--- config.mk ---
export PLATFORM = sky130hd
export DESIGN_NAME = bootcpy
export DESIGN_NICKNAME = d
export VERILOG_FILES = /design/src/rtl/bootcpy_pkg.sv /design/src/rtl/pi_mreq.sv /design/src/rtl/bootcpy.sv
export SDC_FILE = /design/constraint.sdc
export NUM_CORES = 1
export LEC_CHECK = 0
export ABC_AREA = 1
export BUFFER_PORTS_ARGS = -buffer_cell sky130_fd_sc_hd__buf_2
export CAP_MARGIN = 20
export CORE_MARGIN = 5
export CORE_UTILIZATION = 45
export CTS_CLUSTER_DIAMETER = 40
export DETAILED_ROUTE_END_ITERATION = 12
export MAX_ROUTING_LAYER = met4
export PLACE_DENSITY_LB_ADDON = 0.05
export RECOVER_POWER = 25
export SLEW_MARGIN = 20
export SYNTH_ARGS = -nofsm -noshare
export SYNTH_HDL_FRONTEND = slang
export SYNTH_SLANG_ARGS = --single-unit
--- constraint.sdc ---
create_clock -name clk_i -period 2.9 [get_ports clk_i]
set_input_delay 0.145 -clock clk_i [delete_from_list [all_inputs] [get_ports clk_i]]
set_output_delay 0.145 -clock clk_i [all_outputs]
set_load 0.02 [all_outputs]
--- src/rtl/bootcpy_pkg.sv ---
// Shared PerInt op codes, copy-engine state encoding and address-width helper for bootcpy.
// Verify states exist only when BOOTCPY_VERIFY_EN is defined.
package bootcpy_pkg;

    localparam logic [1:0] PINOOP = 2'b00;
    localparam logic [1:0] PIWROP = 2'b01;
    localparam logic [1:0] PIRDOP = 2'b10;
    localparam logic [1:0] PIRWOP = 2'b11;

    typedef enum logic [3:0] {
        ST_IDLE,
        ST_LOAD,
        ST_RDREQ,
        ST_RDDAT,
        ST_WRREQ,
        ST_DONE
`ifdef BOOTCPY_VERIFY_EN
        ,
        ST_VRREQ,
        ST_VRDAT,
        ST_VRCMP
`endif
    } state_t;

    // Word-address width: data width minus the byte-offset bits within a word.
    function automatic int addrbits(input int archbitsz);
        return archbitsz - $clog2(archbitsz / 8);
    endfunction

endpackage

--- src/rtl/pi_mreq.sv ---
// PerInt master request register: loads op/addr, holds them until rdy accepts, then drops to PINOOP.
module pi_mreq
    import bootcpy_pkg::*;
#(
    parameter int AW = 16
) (
    input  logic          clk_i,
    input  logic          rst_ni,
    input  logic          i_ld,
    input  logic [1:0]    i_op,
    input  logic [AW-1:0] i_addr,
    input  logic          i_rdy,
    output logic [1:0]    o_op,
    output logic [AW-1:0] o_addr,
    output logic          o_acc
);

    logic [1:0]    r_op;
    logic [AW-1:0] r_addr;

    assign o_acc  = (r_op != PINOOP) && i_rdy;
    assign o_op   = r_op;
    assign o_addr = r_addr;

    // Address is left as-is after acceptance; only the op retires.
    always_ff @(posedge clk_i or negedge rst_ni) begin
        if (!rst_ni) begin
            r_op   <= PINOOP;
            r_addr <= '0;
        end else if (i_ld) begin
            r_op   <= i_op;
            r_addr <= i_addr;
        end else if (o_acc) begin
            r_op   <= PINOOP;
        end
    end

endmodule

--- src/rtl/bootcpy.sv ---
// Boot ROM -> RAM shadow copy engine; holds the CPU in reset (cpurst_o) until the copy is done.
// Define BOOTCPY_VERIFY_EN to add a read-back compare pass that flags mismatches on err_o.
module bootcpy
    import bootcpy_pkg::*;
#(
    parameter int          ARCHBITSZ = 16,
    parameter int unsigned SRCADDR   = 0,
    parameter int unsigned DSTADDR   = 0,
    parameter int unsigned COUNT     = 0,
    parameter bit          AUTOSTART = 1'b1
) (
    input  logic                           clk_i,
    input  logic                           rst_ni,
    input  logic                           start_i,
    output logic [1:0]                     m0_op_o,
    output logic [addrbits(ARCHBITSZ)-1:0] m0_addr_o,
    input  logic [ARCHBITSZ-1:0]           m0_data_i,
    output logic [ARCHBITSZ/8-1:0]         m0_sel_o,
    input  logic                           m0_rdy_i,
    input  logic [addrbits(ARCHBITSZ)-1:0] m0_mapsz_i,
    output logic [1:0]                     m1_op_o,
    output logic [addrbits(ARCHBITSZ)-1:0] m1_addr_o,
    output logic [ARCHBITSZ-1:0]           m1_data_o,
    input  logic [ARCHBITSZ-1:0]           m1_data_i,
    output logic [ARCHBITSZ/8-1:0]         m1_sel_o,
    input  logic                           m1_rdy_i,
    output logic                           busy_o,
    output logic                           done_o,
    output logic                           err_o,
    output logic                           cpurst_o
);

    localparam int            AW  = addrbits(ARCHBITSZ);
    localparam logic [AW-1:0] SRC = AW'(SRCADDR);
    localparam logic [AW-1:0] DST = AW'(DSTADDR);
    localparam logic [AW-1:0] CNT = AW'(COUNT);

    state_t               r_state, w_nstate;
    logic [AW-1:0]        r_idx, r_n, w_n, w_idx_inc;
    logic                 r_first;
    logic [ARCHBITSZ-1:0] r_wdata;
    logic                 w_last;
    logic                 w_m0_ld, w_m1_ld, w_m0_acc, w_m1_acc;
    logic [1:0]           w_m1_op;
    logic [AW-1:0]        w_m0_addr, w_m1_addr;

`ifdef BOOTCPY_VERIFY_EN
    logic                 r_err;
    logic                 r_vwait;
    logic [ARCHBITSZ-1:0] r_rom;
`else
    logic                 w_unused;
    assign w_unused = ^m1_data_i;
`endif

    assign w_n       = (CNT != '0) ? CNT : m0_mapsz_i;
    assign w_idx_inc = r_idx + AW'(1);
    assign w_last    = (w_idx_inc == r_n);

    // Requests are loaded on the edge that enters the request state so op/addr are registered.
    always_comb begin
        w_nstate  = r_state;
        w_m0_ld   = 1'b0;
        w_m0_addr = SRC + r_idx;
        w_m1_ld   = 1'b0;
        w_m1_op   = PIWROP;
        w_m1_addr = DST + r_idx;
        case (r_state)
            ST_IDLE: if ((AUTOSTART && r_first) || start_i) w_nstate = ST_LOAD;
            ST_LOAD: begin
                if (w_n == '0) begin
                    w_nstate = ST_DONE;
                end else begin
                    w_nstate  = ST_RDREQ;
                    w_m0_ld   = 1'b1;
                    w_m0_addr = SRC;
                end
            end
            ST_RDREQ: if (w_m0_acc) w_nstate = ST_RDDAT;
            ST_RDDAT: begin
                w_nstate = ST_WRREQ;
                w_m1_ld  = 1'b1;
            end
            ST_WRREQ: begin
                if (w_m1_acc) begin
                    if (!w_last) begin
                        w_nstate  = ST_RDREQ;
                        w_m0_ld   = 1'b1;
                        w_m0_addr = SRC + w_idx_inc;
                    end else begin
`ifdef BOOTCPY_VERIFY_EN
                        w_nstate  = ST_VRREQ;
                        w_m0_ld   = 1'b1;
                        w_m0_addr = SRC;
`else
                        w_nstate  = ST_DONE;
`endif
                    end
                end
            end
            ST_DONE: if (start_i) w_nstate = ST_LOAD;
`ifdef BOOTCPY_VERIFY_EN
            ST_VRREQ: if (w_m0_acc) w_nstate = ST_VRDAT;
            ST_VRDAT: begin
                w_nstate = ST_VRCMP;
                w_m1_ld  = 1'b1;
                w_m1_op  = PIRDOP;
            end
            // r_vwait marks the cycle after the RAM read was accepted, when its data is valid.
            ST_VRCMP: begin
                if (r_vwait) begin
                    if (w_last) begin
                        w_nstate = ST_DONE;
                    end else begin
                        w_nstate  = ST_VRREQ;
                        w_m0_ld   = 1'b1;
                        w_m0_addr = SRC + w_idx_inc;
                    end
                end
            end
`endif
            default: w_nstate = ST_IDLE;
        endcase
    end

    always_ff @(posedge clk_i or negedge rst_ni) begin
        if (!rst_ni) begin
            r_state <= ST_IDLE;
            r_first <= 1'b1;
            r_idx   <= '0;
            r_n     <= '0;
            r_wdata <= '0;
`ifdef BOOTCPY_VERIFY_EN
            r_err   <= 1'b0;
            r_vwait <= 1'b0;
            r_rom   <= '0;
`endif
        end else begin
            r_state <= w_nstate;
            r_first <= 1'b0;
            case (r_state)
                ST_LOAD: begin
                    r_n   <= w_n;
                    r_idx <= '0;
`ifdef BOOTCPY_VERIFY_EN
                    r_err <= 1'b0;
`endif
                end
                ST_RDDAT: r_wdata <= m0_data_i;
`ifdef BOOTCPY_VERIFY_EN
                ST_WRREQ: if (w_m1_acc) r_idx <= w_last ? '0 : w_idx_inc;
                ST_VRDAT: r_rom <= m0_data_i;
                ST_VRCMP: begin
                    if (r_vwait) begin
                        r_vwait <= 1'b0;
                        r_idx   <= w_idx_inc;
                        if (m1_data_i != r_rom) r_err <= 1'b1;
                    end else if (w_m1_acc) begin
                        r_vwait <= 1'b1;
                    end
                end
`else
                ST_WRREQ: if (w_m1_acc) r_idx <= w_idx_inc;
`endif
                default: ;
            endcase
        end
    end

    pi_mreq #(.AW(AW)) u_m0 (
        .clk_i  (clk_i),
        .rst_ni (rst_ni),
        .i_ld   (w_m0_ld),
        .i_op   (PIRDOP),
        .i_addr (w_m0_addr),
        .i_rdy  (m0_rdy_i),
        .o_op   (m0_op_o),
        .o_addr (m0_addr_o),
        .o_acc  (w_m0_acc)
    );

    pi_mreq #(.AW(AW)) u_m1 (
        .clk_i  (clk_i),
        .rst_ni (rst_ni),
        .i_ld   (w_m1_ld),
        .i_op   (w_m1_op),
        .i_addr (w_m1_addr),
        .i_rdy  (m1_rdy_i),
        .o_op   (m1_op_o),
        .o_addr (m1_addr_o),
        .o_acc  (w_m1_acc)
    );

    assign m0_sel_o  = '1;
    assign m1_sel_o  = '1;
    assign m1_data_o = r_wdata;
    assign busy_o    = (r_state != ST_IDLE) && (r_state != ST_DONE);
    assign done_o    = (r_state == ST_DONE);
`ifdef BOOTCPY_VERIFY_EN
    assign err_o     = r_err;
    assign cpurst_o  = !((r_state == ST_DONE) && !r_err);
`else
    assign err_o     = 1'b0;
    assign cpurst_o  = (r_state != ST_DONE);
`endif

endmodule
==> results of run 1 <==
-- layout by cell type (no fill, tap or decap), types with 3 or more instances in the layout --
cell	instances
a21oi_1	13
buf_2	85
buf_4	4
clkbuf_8	10
conb_1	8
dfrtp_1	81
dlygate4sd3_1	5
inv_1	45
inv_2	4
mux2_2	16
nand2_1	147
nand2_2	9
nand3_1	62
nand3_2	3
nand3b_1	3
nand4_1	8
nor2_1	33
nor2_2	5
nor2_4	5
nor4_1	3
o21ai_0	39
o22ai_1	14
-- critical path, cell delays in order (launching register included) --
cell     delay, ps
dfrtp_1        460
ha_1           290
nand2_2        110
nor2_4         200
nand3_1        130
nand2_1        140
nand2_1         60
nand2_1         90
nand3_1         70
nor2_1         100
nand3_1        160
nand2_2        260
nand2_1        210
nand2_1        110
nand3_1         60
nand2_1         60
-- metrics by stage --
step	instances	total power, mW
final	749	4.24
after global routing	749	4.59
after CTS	748	4.29
after detailed placement	729	3.42
after global placement	729	3.38
after floorplan	534	2.93
-- timing repair --
item | in CTS | in global routing
hold endpoints to repair | 4 | 1
buffers inserted | 0 | 0
hold buffers | 4 | 1
-- power by group --
| part | internal, mW | total, mW | switching (mW) | leakage, nW |
|---|---|---|---|---|
| sequential | 1.48 | 1.67 | 0.185 | 1.05 |
| clock | 0.423 | 0.851 | 0.428 | 0.0954 |
| combinational | 0.604 | 1.72 | 1.12 | 1.37 |
| total | 2.51 | 4.24 | 1.73 | 2.52 |
-- area by class of cell --
cell class,count,area [sq um]
fill,899,4230
clock inverter,5,62.6
tap,129,161
sequential,82,2050
clock buffer,10,138
timing repair buffer,95,510
multi-input combinational,379,1900
inverter,49,184
-- registers in the layout, indices dropped and copies added (netlist names) --
signal,cells
r_first,1
u_m1.o_op,1
u_m0.o_addr,15
m1_data_o,16
r_state,3
r_idx,15
r_n,15
u_m1.o_addr,15
u_m0.o_op,1
-- worst max-delay path by stage --
stage                                 to     start  slack, ps
after CTS                 u_m0.o_addr[1]  r_idx[0]        320
final                     u_m0.o_addr[1]  r_idx[0]        310
after detailed placement  u_m0.o_addr[8]  r_idx[0]        350
after global placement    u_m0.o_addr[8]  r_idx[0]        420
after global routing      u_m0.o_addr[1]  r_idx[0]         20
after floorplan             u_m0.o_op[1]  r_idx[0]        790
-- layer usage --
| layer | routed length [um] | vias to the layer above | GRT usage, % |
|---|---|---|---|
| met5 | 0 | - | - |
| met4 | 107 | 0 | 5.11 |
| met3 | 633 | 16 | 2.83 |
| met2 | 4680 | 137 | 30.6 |
| met1 | 5250 | 1658 | 29.1 |
| li1 | - | 1900 | - |
-- logic make-up (layout without fill, tap and decap cells) --
kind of cell / after synthesis / count (layout)
compound gates: 69 / 69
xor+xnor: 1 / 1
fa+ha+maj: 1 / 1
buf+inv: 73 / 159
flops: 82 / 82
mux: 16 / 16
other cells: 2 / 8
simple gates: 284 / 284
==> flow_summary_export.csv, run 1 <==
group,metric,value,unit
timing,min_period,2590,ps
run,maxCapViolCount,1,
synth,synth_top_family_by_area,"simple AND/OR/NAND/NOR gates",
drt,drtIter0Drc,261,
synth,yosysTopAreaCell,"dfrtp_1",
cells_and_area,drive_above_1_share,24.5,%
global_route,antenna_found_initial,0,
synth,synth_xor_xnor_area_share,0.206,%
status,status,"finished with violations",
synth,synthMuxAreaShare,4.24,%
clock_tree,path_clk_slew,90,ps
timing,grt_setup_unrepaired,"false",
synth,avgSynthCellArea,8.05,sq um
timing,max-slew-margin-rel,-30.6,%
placed_design,place_ws,349,ps
global_route,grt_max_degree,83,
critical_path,rr_endpoint,"u_m0.o_addr[1]",
drt,wl_per_cell,14.2,um
drt,drc_errors,0,
die,start_util,46.0,%
timing,max_slew.worst_pin.slew,1960,ps
drt,antenna_left,0,
synth,yosys_warnings,0,
global_route,grt_overflow,0,
critical_path,r2r_setup_slack,310,ps
synth,synthSimpleGateAreaFrac,30.4,%
placed_design,place_area,4760,sq um
placed_design,dpl.hpwl,8.09,mm
synth,synth_compound_area_share,8.71,%
synth,synthAdderAreaFrac,0.294,%
synth,yosysMostFrequentCell,"nand2_1",
clock_tree,cts-resized-gates,0,
timing,tns,0,ps
synth,ys_ff_latch,82,
synth,synth-seq-area-share,48.3,%
cells_and_area,final_cell_area,5010,sq um
power_and_ir_drop,p_leak,2.52,nW
global_route,grt_usage,20.3,%
die,fp.dieW,107,um
timing,post-route-period-util,89.2,%
timing,setup_viol,0,
die,rows,35,
drt,via_per_inst,4.95,
synth,yosysTopAreaCellShare,47.7,%
min_path,min_from,"m0_mapsz_i[14]",
timing,worst_slack,312,ps
critical_path,cp-start-kind,"flop",
min_path,hold_depth,3,
synth,synth.distinct_cells,31,
critical_path,worstRegToRegCells,15,
drt,vias,3711,
drt,routed_wl,10.7,mm
clock_tree,cts_tree,"yes",
clock_tree,h-tree-depth,3,
critical_path,worstSetupPathType,"flop to flop",
power_and_ir_drop,power.density,847,nW/um^2
timing,hold_slack,9.32,ps
critical_path,cp-end-kind,"flop",
cells_and_area,antenna_cells,0,
global_route,grt_pass1_wl,18.0,mm
die,io_pins,110,
cells_and_area,area_growth,17.8,%
synth,syn_area,4250,sq um
placed_design,port_buffers,86,
critical_path,cp.arrival,2880,ps
min_path,min_path_type,"primary input to flop",
synth,synth_common_cells,"nand2_1 (147), dfrtp_1 (81), nand3_1 (63)",
min_path,min_to,"r_n[14]",
timing,finalClockSkew,10.1,ps
timing,maxSlewViolCount,83,
drt,firstDrtPassIters,6,
die,die_h,107,um
placed_design,place_congestion,0.886,
clock_tree,cts_buffers,9,
clock_tree,cts.path.max_buffers,2,
cells_and_area,final_util,54.2,%
critical_path,worstPathRequired,3190,ps
synth,synth_edf_count,0,
cells_and_area,nets,669,
synth,synthFlopType,"dfrtp_1",
timing,fmax,386,MHz
global_route,grt_pass1_vias,3542,
clock_tree,clock_sinks,82,
power_and_ir_drop,ir_drop,462,uV
timing,hold_viol_final,0,
die,die-area,11500,sq um
synth,synth_area_leaders,"dfrtp_1 (48%), nand2_1 (13%), nand3_1 (7.4%), o21ai_0 (4.6%), mux2_2 (4.2%)",
status,violations,"max-capacitance violations, max-slew violations",
synth,async_flop_share,100,%
clock_tree,root_buffer,"clkbuf_8",
clock_tree,insertion_delay,350,ps
die,fp.coreArea,9240,sq um
critical_path,r2r_start,"r_idx[0]",
critical_path,crit_fanout,15,
synth,syn_inst,528,
(Power assumes the default switching activity.)
==> run 2: changes to the inputs <==
--- a/config.mk
+++ b/config.mk
@@ -9,7 +9,7 @@
 export BUFFER_PORTS_ARGS = -buffer_cell sky130_fd_sc_hd__buf_2
 export CAP_MARGIN = 20
 export CORE_MARGIN = 5
-export CORE_UTILIZATION = 45
+export CORE_UTILIZATION = 53
 export CTS_CLUSTER_DIAMETER = 40
 export DETAILED_ROUTE_END_ITERATION = 12
 export MAX_ROUTING_LAYER = met4
==> run 2 against run 1 <==
Compared with the run above:
- the run still ends with max-capacitance violations, max-slew violations left
- utilization rose by 9.9 points
- largest power group unchanged
- clock skew rose by 2.5 ps
- clock power fell by 12%
- critical path type unchanged
- non-clock buffer count rose by 3
- count of clock-buffer cells in the layout did not move
- critical path depth fell by 1
==> flow_summary_export.csv, run 2 (synthesized netlist as in run 1, its figures left out) <==
group,metric,value,unit
clock_tree,insertion_delay,360,ps
cells_and_area,area_growth,17.0,%
drt,via_per_inst,5.26,
timing,post-route-period-util,87.3,%
drt,firstDrtPassIters,7,
clock_tree,path_clk_slew,90,ps
clock_tree,clock_sinks,82,
timing,maxSlewViolCount,83,
critical_path,cp-start-kind,"flop",
timing,tns,0,ps
clock_tree,root_buffer,"clkbuf_8",
power_and_ir_drop,power.density,837,nW/um^2
min_path,min_path_type,"primary input to flop",
global_route,grt_usage,22.7,%
die,fp.coreArea,7770,sq um
cells_and_area,final_util,64.1,%
timing,max-slew-margin-rel,-30.0,%
status,violations,"max-capacitance violations, max-slew violations",
global_route,grt_pass1_wl,17.3,mm
timing,setup_viol,0,
timing,max_slew.worst_pin.slew,1950,ps
cells_and_area,layout_common_cells,"nand2_1 (147), buf_2 (85), dfrtp_1 (81), nand3_1 (62), inv_1 (45)",
cells_and_area,largest_reg_flops,16,
critical_path,cp.arrival,2770,ps
drt,wl_per_cell,14.7,um
timing,grt_setup_unrepaired,"false",
clock_tree,cts_setup_buffers,0,
drt,drc_errors,0,
run,maxCapViolCount,1,
clock_tree,cts.path.max_buffers,2,
status,status,"finished with violations",
clock_tree,cts_tree,"yes",
drt,routed_wl,10.7,mm
drt,drtIter0Drc,191,
global_route,grt_pass1_vias,3516,
drt,vias,3819,
die,die_h,99.6,um
global_route,antenna_found_initial,0,
timing,hold_slack,6.27,ps
critical_path,cp-end-kind,"flop",
critical_path,worstPathRequired,3130,ps
timing,fmax,395,MHz
timing,finalClockSkew,12.6,ps
cells_and_area,nFillCells,707,
cells_and_area,antenna_cells,0,
power_and_ir_drop,ir_drop,638,uV
die,rows,32,
clock_tree,cts_buffers,9,
cells_and_area,drive_above_1_share,24.5,%
placed_design,dpl.hpwl,8.07,mm
global_route,grt_max_degree,83,
critical_path,worstSetupPathType,"flop to flop",
cells_and_area,nets,672,
die,fp.dieW,99.6,um
placed_design,place_congestion,0.925,
timing,min_period,2530,ps
die,die-area,9910,sq um
timing,hold_viol_final,0,
global_route,grt_overflow,0,
cells_and_area,layout_commonest_cell,"nand2_1",
power_and_ir_drop,p_leak,2.52,nW
drt,antenna_left,0,
die,io_pins,110,
clock_tree,h-tree-depth,3,
die,start_util,54.7,%
placed_design,port_buffers,86,
critical_path,crit_fanout,24,
==> run 2: what timing repair did <==
item                                   in CTS  in global routing
endpoints found under the hold margin      42                  2
hold buffers                                5                  2
gates resized for setup                     0                  1
setup endpoints to repair                   0                  1
==> run 2: cell type report <==
cell class / count / area [sq um] / share of cell area [%]
clock buffers: 10 / 128 / 2.56
clock inverters: 6 / 42.5 / 0.855
inverters: 49 / 184 / 3.70
multi-input cells: 379 / 1900 / 38.2
flip-flops and latches: 82 / 2050 / 41.3
well taps: 102 / 128 / 2.56
repair buffers: 98 / 538 / 10.8
==> run 2: worst paths after layout <==
| path | from | end | slack, ps | depth (start not counted) |
|---|---|---|---|---|
| worst min-delay path | m0_mapsz_i[12] | r_n[12] | 6 | 3 |
| worst max register to register | r_idx[1] | u_m0.o_addr[6] | 370 | 14 |
| max in group asynchronous | rst_ni | u_m0.o_addr[13] | 900 | 2 |
| worst min register to register | u_m1.o_addr[5] | u_m1.o_addr[5] | 490 | 2 |
| worst max-delay path | r_idx[1] | u_m0.o_addr[6] | 370 | 14 |
| min in group asynchronous | rst_ni | m1_data_o[5] | 870 | 2 |
==> run 2: worst max-delay path: stages (launching register included) <==
cell	delay [ps]
dfrtp_1	440
ha_1	290
nand2_2	120
nor2_4	200
nand3_1	120
nand2_1	160
nand2_1	70
nand2_1	90
nand3_1	80
nor2_1	140
nand3_2	160
nand2_4	160
nand2_4	170
nor2_1	150
a21oi_1	50
==> run 2: report_power, final <==
group / internal (mW) / switching [mW] / leakage [nW]
Clock: 0.313 / 0.436 / 0.0827
Combinational: 0.620 / 1.13 / 1.38
Sequential: 1.48 / 0.182 / 1.05
Total: 2.42 / 1.75 / 2.52
==> run 2: metal layers <==
| layer | global-route usage [%] | vias to the layer above | routed length (um) |
|---|---|---|---|
| met2 | 32.5 | 138 | 4680 |
| met1 | 32.9 | 1755 | 5110 |
| met5 | - | - | 0 |
| met4 | 6.83 | 0 | 215 |
| met3 | 4.49 | 21 | 658 |
| li1 | - | 1905 | - |
==> run 2: metrics by stage <==
stage / instances / setup WS (ps) / power [mW] / instance area, sq um
2_1_floorplan: 534 / 794 / 2.93 / 4270
3_3_place_gp: 703 / 383 / 3.38 / 4730
3_5_place_dp: 703 / 352 / 3.44 / 4730
4_1_cts: 724 / 323 / 4.18 / 4950
5_1_grt: 726 / 51.3 / 4.46 / 4980
6_report: 726 / 367 / 4.16 / 4980
